<file path="src/rtl/n3l_filter_pipe_if.sv">
// Pair-stream bundle for the Newton's-third-law filter: input pair handshake plus kept-pair output.
// master = producer/consumer side, slave = filter side.
interface n3l_filter_pipe_if #(
   parameter int COORD_W = 32,
   parameter int DIMS    = 3,
   parameter int TAG_W   = 16
) ();
   logic                    mode_half;
   logic                    in_valid;
   logic                    in_ready;
   logic [DIMS*COORD_W-1:0] in_ref;
   logic [DIMS*COORD_W-1:0] in_nbr;
   logic [TAG_W-1:0]        in_tag;
   logic                    out_valid;
   logic                    out_ready;
   logic [DIMS*COORD_W-1:0] out_off;
   logic [TAG_W-1:0]        out_tag;

   modport master (
      output mode_half, in_valid, in_ref, in_nbr, in_tag, out_ready,
      input  in_ready, out_valid, out_off, out_tag
   );

   modport slave (
      input  mode_half, in_valid, in_ref, in_nbr, in_tag, out_ready,
      output in_ready, out_valid, out_off, out_tag
   );
endinterface

</file>
<file path="src/rtl/n3l_filter_pipe.sv">
// Streaming N3L pair filter: wraps periodic cell offsets, keeps half- or full-shell pairs,
// two-stage valid/ready pipeline with saturating pass/drop counters.
module n3l_filter_pipe #(
   parameter int COORD_W   = 32,
   parameter int DIMS      = 3,
   parameter int CELLS     = 8,
   parameter int TAG_W     = 16,
   parameter int KEEP_SELF = 0,
   parameter int CNT_W     = 32
) (
   input  logic                  clk,
   input  logic                  rst_n,
   n3l_filter_pipe_if.slave      bus,
   input  logic                  count_clr,
   output logic [CNT_W-1:0]      pass_cnt,
   output logic [CNT_W-1:0]      drop_cnt
);

   localparam logic signed [COORD_W:0] CELLS_S = (COORD_W+1)'(CELLS);
   localparam logic signed [COORD_W:0] H_S     = (COORD_W+1)'(CELLS / 2);

   // Offsets exactly +-H keep their raw sign so (a,b) and (b,a) always mirror each other.
   function automatic logic [COORD_W-1:0] wrap_off(input logic [COORD_W-1:0] r,
                                                   input logic [COORD_W-1:0] n);
      logic signed [COORD_W:0] d;
      d = $signed({1'b0, n}) - $signed({1'b0, r});
      if (d > H_S)
         d = d - CELLS_S;
      else if (d < -H_S)
         d = d + CELLS_S;
      return d[COORD_W-1:0];
   endfunction

   function automatic logic keep_fn(input logic [DIMS*COORD_W-1:0] off, input logic half);
      logic self_p;
      logic pos;
      self_p = 1'b1;
      pos    = 1'b0;
      for (int d = DIMS - 1; d >= 0; d--) begin
         if (off[d*COORD_W +: COORD_W] != '0) begin
            self_p = 1'b0;
            pos    = ~off[d*COORD_W + COORD_W - 1];
         end
      end
      if (self_p)
         return (KEEP_SELF != 0);
      else if (half)
         return pos;
      else
         return 1'b1;
   endfunction

   function automatic logic [CNT_W-1:0] sat_inc(input logic [CNT_W-1:0] c);
      return (&c) ? c : c + CNT_W'(1);
   endfunction

   logic                    vld_p1, vld_p2;
   logic                    mode_p1, mode_p2;
   logic [DIMS*COORD_W-1:0] off_p1, off_p2;
   logic [TAG_W-1:0]        tag_p1, tag_p2;
   logic [DIMS*COORD_W-1:0] off_in;
   logic                    keep_p2, adv_p1, adv_p2, load_p1, load_p2, accept;

   always_comb begin
      off_in = '0;
      for (int d = 0; d < DIMS; d++)
         off_in[d*COORD_W +: COORD_W] = wrap_off(bus.in_ref[d*COORD_W +: COORD_W],
                                                 bus.in_nbr[d*COORD_W +: COORD_W]);
   end

   assign keep_p2      = keep_fn(off_p2, mode_p2);
   assign adv_p2       = vld_p2 & (~keep_p2 | bus.out_ready);
   assign load_p2      = ~vld_p2 | adv_p2;
   assign adv_p1       = vld_p1 & load_p2;
   assign load_p1      = ~vld_p1 | adv_p1;
   assign bus.in_ready = rst_n & load_p1;
   assign accept       = bus.in_valid & bus.in_ready;

   assign bus.out_valid = vld_p2 & keep_p2;
   assign bus.out_off   = off_p2;
   assign bus.out_tag   = tag_p2;

   always_ff @(posedge clk) begin
      if (!rst_n) begin
         vld_p1  <= 1'b0;
         mode_p1 <= 1'b0;
         off_p1  <= '0;
         tag_p1  <= '0;
         vld_p2  <= 1'b0;
         mode_p2 <= 1'b0;
         off_p2  <= '0;
         tag_p2  <= '0;
      end else begin
         // stage 1: wrapped offsets of the accepted pair
         if (load_p1) begin
            vld_p1 <= accept;
            if (accept) begin
               off_p1  <= off_in;
               tag_p1  <= bus.in_tag;
               mode_p1 <= bus.mode_half;
            end
         end
         // stage 2: keep/drop decision drives the output
         if (load_p2) begin
            vld_p2  <= vld_p1;
            off_p2  <= off_p1;
            tag_p2  <= tag_p1;
            mode_p2 <= mode_p1;
         end
      end
   end

   always_ff @(posedge clk) begin
      if (!rst_n || count_clr) begin
         pass_cnt <= '0;
         drop_cnt <= '0;
      end else begin
         if (bus.out_valid && bus.out_ready)
            pass_cnt <= sat_inc(pass_cnt);
         if (vld_p2 && !keep_p2)
            drop_cnt <= sat_inc(drop_cnt);
      end
   end

endmodule

</file>
<file path="src/flat_wrapper.sv">
// flat-port wrapper written by rule: the top's interface ports become plain ports
module n3l_filter_pipe_flat 
#(
   parameter int COORD_W   = 32,
   parameter int DIMS      = 3,
   parameter int CELLS     = 8,
   parameter int TAG_W     = 16,
   parameter int KEEP_SELF = 0,
   parameter int CNT_W     = 32
)
  (clk, rst_n, count_clr, pass_cnt, drop_cnt, bus_mode_half, bus_in_valid, bus_in_ref, bus_in_nbr, bus_in_tag, bus_out_ready, bus_in_ready, bus_out_valid, bus_out_off, bus_out_tag);
  n3l_filter_pipe_if #(.COORD_W(COORD_W), .DIMS(DIMS), .TAG_W(TAG_W)) bus_i ();
  input  logic clk;
  input  logic rst_n;
  input  logic count_clr;
  output logic [CNT_W-1:0] pass_cnt;
  output logic [CNT_W-1:0] drop_cnt;
  input wire logic [$bits(bus_i.mode_half)-1:0] bus_mode_half;
  input wire logic [$bits(bus_i.in_valid)-1:0] bus_in_valid;
  input wire logic [$bits(bus_i.in_ref)-1:0] bus_in_ref;
  input wire logic [$bits(bus_i.in_nbr)-1:0] bus_in_nbr;
  input wire logic [$bits(bus_i.in_tag)-1:0] bus_in_tag;
  input wire logic [$bits(bus_i.out_ready)-1:0] bus_out_ready;
  output wire logic [$bits(bus_i.in_ready)-1:0] bus_in_ready;
  output wire logic [$bits(bus_i.out_valid)-1:0] bus_out_valid;
  output wire logic [$bits(bus_i.out_off)-1:0] bus_out_off;
  output wire logic [$bits(bus_i.out_tag)-1:0] bus_out_tag;
  assign bus_i.mode_half = bus_mode_half;
  assign bus_i.in_valid = bus_in_valid;
  assign bus_i.in_ref = bus_in_ref;
  assign bus_i.in_nbr = bus_in_nbr;
  assign bus_i.in_tag = bus_in_tag;
  assign bus_i.out_ready = bus_out_ready;
  assign bus_in_ready = bus_i.in_ready;
  assign bus_out_valid = bus_i.out_valid;
  assign bus_out_off = bus_i.out_off;
  assign bus_out_tag = bus_i.out_tag;
  n3l_filter_pipe #(.COORD_W(COORD_W), .DIMS(DIMS), .CELLS(CELLS), .TAG_W(TAG_W), .KEEP_SELF(KEEP_SELF), .CNT_W(CNT_W)) u_core (.clk(clk), .rst_n(rst_n), .bus(bus_i), .count_clr(count_clr), .pass_cnt(pass_cnt), .drop_cnt(drop_cnt));
endmodule
</file>
<file path="config.mk">
export PLATFORM = sky130hd
export DESIGN_NAME = n3l_filter_pipe_flat
export DESIGN_NICKNAME = d
export VERILOG_FILES = /design/src/rtl/n3l_filter_pipe_if.sv /design/src/rtl/n3l_filter_pipe.sv /design/src/flat_wrapper.sv
export SDC_FILE = /design/constraint.sdc
export NUM_CORES = 1
export LEC_CHECK = 0
export ABC_AREA = 1
export ABC_CLOCK_PERIOD_IN_PS = 5000
export BUFFER_PORTS_ARGS = -buffer_cell sky130_fd_sc_hd__buf_2
export CAP_MARGIN = 20
export CORE_AREA = 5 5 419 298
export CTS_BUF_LIST = sky130_fd_sc_hd__clkbuf_4 sky130_fd_sc_hd__clkbuf_8 sky130_fd_sc_hd__clkbuf_16
export DETAILED_ROUTE_END_ITERATION = 8
export DIE_AREA = 0 0 424 303
export GPL_TIMING_DRIVEN = 0
export HOLD_SLACK_MARGIN = 0.15
export MAX_ROUTING_LAYER = met4
export PLACE_DENSITY = 0.47
export SLEW_MARGIN = 20
export SYNTH_ARGS = -nofsm -noshare
export SYNTH_HDL_FRONTEND = slang
export SYNTH_SLANG_ARGS = --single-unit
</file>
<file path="constraint.sdc">
create_clock -name clk -period 5 [get_ports clk]
set_clock_uncertainty 0.2 [all_clocks]
set_input_delay 0.75 -clock clk [delete_from_list [all_inputs] [get_ports clk]]
set_output_delay 0.75 -clock clk [all_outputs]
set_load 0.02 [all_outputs]
</file>
==> flow_summary_export.csv, run 1 <==
group,metric,value,unit
run_status,run_status,"completed",
global_routing,grt_util_all_layers,19.5,%
die,core_area,120000,sq um
place,portBuffers,391,
timing,fin_ws,0.306,ns
drt,drtIter0Drc,2703,
final_layout,fin_nets,5757,
cts,root_buffer,"clkbuf_16",
critical_path,slowest_delay,0.55,ns
critical_path,cp_num_buf_inv,1,
critical_path,critPathTopFamily,"simple AND/OR/NAND/NOR gates",
timing,hold_ws,0.209,ns
timing,min_period,4.69,ns
drt,ant_nets,0,
final_layout,drive_gt1_share,10.9,%
timing,max_freq,213,MHz
timing,hold_viol,0,
cts,clk_path_buf_depth,3,
power_and_ir_drop,power,8.40,mW
cts,clock_latency,0.59,ns
yosys,yosysWarningCount,0,
power_and_ir_drop,power.leakage,16.5,nW
cts,cts.sinks,292,
critical_path,path_common_cell,"nor2_1",
drt,drc,0,
place,dp_hpwl,109000,microns
final_layout,seqCellArea,5850,sq um
yosys,syn_area_per_cell,5.48,sq um
cts,path_clk_slew,0.07,ns
global_routing,antenna_found_initial,7,
global_routing,overflow,0,
critical_path,critPathKind,"reg -> out",
critical_path,startpoint_type,"register",
yosys,synth_seq_cells,292,
global_routing,grt_first_pass_wirelength,187000,microns
drt,num_vias,32328,
die,fp.dieH,303,microns
drt,first_pass_iters,6,
critical_path,crit_arrival,3.74,ns
yosys,syn-num-nets,5334,
global_routing,grt_pass1_vias,29165,
place,place_ws,0.177,ns
die,ioPinCount,392,
place,dp_cells,6981,
timing,rsz0062_at_grt,"yes",
die,die_w,424,microns
global_routing,grt_start_max_net_pins,15,
critical_path,setup.worst_path.end_class,"primary output",
yosys,synth-edff-count,0,
critical_path,path_cells,"or2_0 -> nor4_1 -> nand2_1 -> nor2_1 -> nand3_1 -> nand2_1 -> nand4_2 -> nor2_1 -> nor2_1 -> buf_2",
flow_run,maxCapViolations,0,
yosys,synth_area,27500,sq um
power_and_ir_drop,peakVddDrop,250,uV
timing,final_max_slew_viol_count,0,
die,num_rows,107,
place,post_dp_cell_area,31400,sq um
critical_path,cp_slowest_cell,"nor4_1",
yosys,synth_top_flop_cell,"dfxtp_1",
cts,cts_tree,"built",
timing,relSlewSlack,27.4,%
die,start_util,22.8,%
timing,worst_pin_slew,1.09,ns
drt,viasPerCell,4.59,
timing,setup-tns-final,0,ns
cts,cts.htree.levels,1,
yosys,syn-instance-count,5010,
yosys,synth.top_cell.area_share,24.5,%
yosys,ys_seq_area_share,21.3,%
drt,post_drt_wl_per_cell,18.2,microns
drt,wl,128000,microns
cts,cts_made_buffers,30,
yosys,synth_area_leaders,"nand2_1, dfxtp_1, inv_1, nor2_1, nand3_1",
final_layout,syn2layout_area_growth,18.3,%
place,gp_congestion,0.938,
critical_path,worstPathRequired,4.05,ns
die,dieArea,128000,sq um
final_layout,fillerInstances,13986,
final_layout,fin_area,32500,sq um
critical_path,critical_path.max_fanout,8,
final_layout,utilization,27.0,%
final_layout,fin_cells,7042,
yosys,synth.largest_area_cell,"nand2_1",
yosys,async_reset_ff_share,0,%
yosys,synth.distinct_cells,48,
hold_path,hp-class,"in -> reg",
timing,final.period_utilization,93.9,%
power_and_ir_drop,power_density,259,nW/um^2
cts,hold_buffers,0,
final_layout,multi_input_area,18000,sq um
timing,setup_violations,0,
==> cell type report <==
cell class / count / area share [%]
Multi-Input combinational cell: 3786 / 55.4
Buffer: 116 / 1.74
Clock inverter: 17 / 0.636
Antenna cell: 6 / 0.0462
Inverter: 816 / 9.43
Timing Repair Buffer: 391 / 6.03
Tap cell: 1580 / 6.09
Clock buffer: 38 / 2.67
Sequential cell: 292 / 18.0
==> cell families after synthesis <==
family	after synthesis	share of synthesized area, %
fa+ha+maj	110	5.10
buf+inv	932	13.2
xor+xnor	131	4.36
compound gates	569	10.6
flops	292	21.3
simple gates	2976	45.5
==> state kept, by name, indices dropped and copies added, names as in the netlist <==
| signal | count |
|---|---|
| u_core.bus.out_off | 96 |
| u_core.off_p1 | 96 |
| u_core.drop_cnt | 32 |
| u_core.pass_cnt | 32 |
| u_core.bus.out_tag | 16 |
| u_core.tag_p1 | 16 |
| u_core.mode_p1 | 1 |
| u_core.mode_p2 | 1 |
| u_core.vld_p1 | 1 |
| u_core.vld_p2 | 1 |
==> metal layers <==
| layer | routed length, microns | global-route usage (%) | up-vias | share of wire [%] |
|---|---|---|---|---|
| li1 | - | - | 16521 | - |
| met1 | 64300 | 28.4 | 14833 | 50 |
| met2 | 53900 | 28.9 | 871 | 42 |
| met3 | 7250 | 2.39 | 103 | 5.6 |
| met4 | 2890 | 3.86 | 0 | 2.2 |
| met5 | 0 | - | - | 0 |
==> what timing repair did <==
action,in CTS,in global routing
gates resized for setup,0,6
buffers inserted,0,0
endpoints found under the setup margin,0,10
endpoints found under the hold margin,0,0
==> report_power, final <==
| part | switching (mW) | total, mW | internal, mW | leakage [nW] |
|---|---|---|---|---|
| Sequential | 0.106 | 2.59 | 2.49 | 2.39 |
| Clock | 1.03 | 2.46 | 1.43 | 0.528 |
| Combinational | 2.39 | 3.35 | 0.958 | 13.5 |
| Total | 3.53 | 8.40 | 4.88 | 16.5 |
==> placed cells by master, fill, tap and decap left out, types with 31 or more instances in the layout <==
| cell type | n |
|---|---|
| nand2_1 | 1793 |
| inv_1 | 789 |
| nor2_1 | 509 |
| buf_2 | 415 |
| nand3_1 | 342 |
| a21oi_1 | 312 |
| dfxtp_1 | 292 |
| o21ai_0 | 211 |
| xor2_1 | 110 |
| ha_1 | 107 |
| nand4_1 | 100 |
| nor3_1 | 75 |
| clkbuf_1 | 72 |
| nor4_1 | 35 |
| nand2_2 | 32 |
| clkbuf_16 | 31 |
==> worst register-to-register path, stage by stage (launching register included) <==
cell and delay, ns:
dfxtp_1 0.44, or2_0 0.25, nor4_1 0.55, nand2_1 0.24
nor2_1 0.28, nand3_1 0.34, nand4_2 0.43, nor2_1 0.13
nor3_2 0.50, clkbuf_1 0.51, buf_2 0.47, a21oi_1 0.13
==> cells in the mapped netlist, types with 3 or more instances <==
cell type     n
buf_6         9
o21bai_1      3
fa_1          3
xor2_1      110
xnor2_2       3
xnor2_1      16
and2_1       17
nand2_2      32
a21boi_1      9
nor4_1       35
nand2_1    1793
nand3_2      14
o21ai_1      23
o21a_1        3
inv_1       789
nor2_2       21
nor2_4        8
a21oi_1     312
dfxtp_1     292
nor3_1       75
inv_2        20
clkbuf_1     74
o211ai_1      4
nand3b_1      9
nor3b_1       6
buf_2        24
nor2_1      509
buf_4         8
nand4_1     100
ha_1        107
o21ai_0     211
clkinv_1      7
and3_1        5
nand3_1     342
==> worst paths after layout <==
path	from	end	slack (ns)	cells past startpoint
min reg2reg	u_core.off_p1[67]	u_core.bus.out_off[67]	0.24	2
min	bus_in_valid	u_core.vld_p1	0.21	3
max	u_core.bus.out_off[31]	bus_in_ready	0.31	10
max reg2reg	u_core.bus.out_off[31]	u_core.off_p1[66]	0.40	11
(Power assumes the default switching activity.)
==> run 2: changes to the inputs <==
- PLACE_DENSITY: 0.47 -> 0.48
==> flow_summary_export.csv, run 2 (same netlist as run 1, synthesis figures left out) <==
group,metric,value,unit
power_and_ir_drop,power.leakage,16.5,nW
cts,cts.sinks,292,
cts,clk_path_buf_depth,3,
drt,ant_nets,0,
global_routing,grt_util_all_layers,19.6,%
cts,hold_buffers,0,
global_routing,grt_pass1_vias,29720,
run_status,run_status,"completed",
drt,post_drt_wl_per_cell,18.2,microns
place,portBuffers,391,
drt,drtIter0Drc,2434,
drt,num_vias,32253,
flow_run,maxCapViolations,0,
timing,relSlewSlack,31.4,%
final_layout,fin_area,32400,sq um
cts,cts_tree,"built",
global_routing,top_usage_layer,"met2",
die,num_rows,107,
cts,cts.htree.levels,1,
drt,drc,0,
place,dp_hpwl,109000,microns
power_and_ir_drop,comb_power_share,40.1,%
die,start_util,22.8,%
hold_path,hold-path-cell-count,2,
timing,final_max_slew_viol_count,0,
critical_path,path_common_cell,"nand2_1",
hold_path,hp-class,"reg -> reg",
power_and_ir_drop,power_density,257,nW/um^2
final_layout,layout_commonest_cell,"nand2_1",
final_layout,drive_gt1_share,11.0,%
global_routing,overflow,0,
power_and_ir_drop,power,8.34,mW
final_layout,fin_cells,7045,
die,dieArea,128000,sq um
timing,min_period,4.90,ns
critical_path,critPathKind,"reg -> reg",
final_layout,fin_nets,5758,
cts,clock_latency,0.58,ns
critical_path,worstPathRequired,5.27,ns
timing,setup_violations,0,
timing,max_freq,204,MHz
power_and_ir_drop,pwr-share-clk,28.9,%
global_routing,antenna_found_initial,10,
critical_path,startpoint_type,"register",
timing,worst_pin_slew,1.03,ns
critical_path,path_cells,"or2_0 -> nor4_1 -> nand2_1 -> nor2_1 -> nand3_1 -> nand2_1 -> nand4_2 -> nor2_1 -> nor2_1 -> nand2_1 -> clkbuf_1 -> o21ai_0 -> nand2_1 -> inv_1",
timing,setup-tns-final,0,ns
global_routing,grtUsageMet2,29.1,%
critical_path,crit_cells,14,
drt,wl,128000,microns
global_routing,grt_use_met1,28.1,%
drt,viasPerCell,4.58,
global_routing,met3_usage,2.56,%
timing,final.period_utilization,98.1,%
die,ioPinCount,392,
power_and_ir_drop,peakVddDrop,182,uV
power_and_ir_drop,switching_share,42.2,%
critical_path,setup.worst_path.end_class,"register",
global_routing,grt_start_max_net_pins,15,
timing,rsz0062_at_grt,"no",
die,die_w,424,microns
critical_path,cp_slowest_cell,"clkbuf_1",
final_layout,syn2layout_area_growth,18.2,%
power_and_ir_drop,seqPwrFrac,31.1,%
cts,cts_made_buffers,31,
timing,hold_viol,0,
final_layout,final_cell_mix,"nand2_1, inv_1, nor2_1",
power_and_ir_drop,switchingPower,3.52,mW
die,core_area,120000,sq um
place,dp_cells,6981,
critical_path,slowest_delay,0.81,ns
place,post_dp_cell_area,31400,sq um
critical_path,critical_path.max_fanout,10,
global_routing,grt_first_pass_wirelength,187000,microns
critical_path,cp_num_buf_inv,2,
cts,root_buffer,"clkbuf_16",
cts,path_clk_slew,0.07,ns
power_and_ir_drop,internal_power,4.82,mW
drt,first_pass_iters,6,
die,fp.dieH,303,microns
critical_path,critPathTopFamily,"simple AND/OR/NAND/NOR gates",
critical_path,crit_arrival,5.18,ns
final_layout,utilization,27.0,%
critical_path,reg2reg_depth,14,
place,gp_congestion,0.944,
run 2: path summary, 6_finish.rpt:
path              slack, ns                    from                     end
setup / recovery        0.1  u_core.bus.out_off[31]       u_core.off_p1[93]
setup reg to reg        0.1  u_core.bus.out_off[31]       u_core.off_p1[93]
hold reg to reg        0.25       u_core.off_p1[46]  u_core.bus.out_off[46]
hold / removal         0.25       u_core.off_p1[46]  u_core.bus.out_off[46]
run 2: what timing repair did:
item | 4_1_cts | 5_1_grt
endpoints found under the setup margin | 0 | 7
buffers inserted | 0 | 0
gates resized for setup | 0 | 3
run 2: final cells by class:
| type | count | area [sq um] |
|---|---|---|
| fillers | 13981 | 87900 |
| clock inverters | 12 | 126 |
| flip-flops and latches | 292 | 5850 |
| clock buffers | 45 | 912 |
| diodes | 7 | 17.5 |
| multi-input cells | 3786 | 18000 |
| plain buffers | 116 | 564 |
| well taps | 1580 | 1980 |
| repair buffers | 391 | 1960 |
| inverters | 816 | 3060 |
run 2: tightest hold or removal path, delay by kind of cell, from the launching register on:
family | cells | cell delay [ns]
flops | 1 | 0.30
buf+inv | 1 | 0.05
compound gates | 1 | 0.05
run 2: layer usage:
metal / share of wire [%] / vias to the layer above
li1: - / 16550
met2: 42 / 793
met3: 5.4 / 115
met4: 3.1 / 0
met1: 50 / 14795
met5: 0 / -
run 2: power groups by stage:
| stage | Sequential, mW | Clock (mW) | Combinational (mW) |
|---|---|---|---|
| 3_5_place_dp | 2.64 | 0 | 3.32 |
| 2_1_floorplan | 2.68 | 0 | 2.13 |
| 6_report | 2.59 | 2.41 | 3.34 |
| 4_1_cts | 2.59 | 2.46 | 3.34 |
| 5_1_grt | 2.61 | 2.57 | 3.73 |
| 3_3_place_gp | 2.64 | 0 | 3.32 |
run 2: through the flow:
step / setup slack, ns / hold WS [ns]
floorplan: 1.28 / 0.220
finish: 0.0951 / 0.245
CTS: 0.139 / 0.210
detailed placement: 0.145 / 0.239
global route: 0.0341 / 0.248
global placement: 0.182 / 0.234
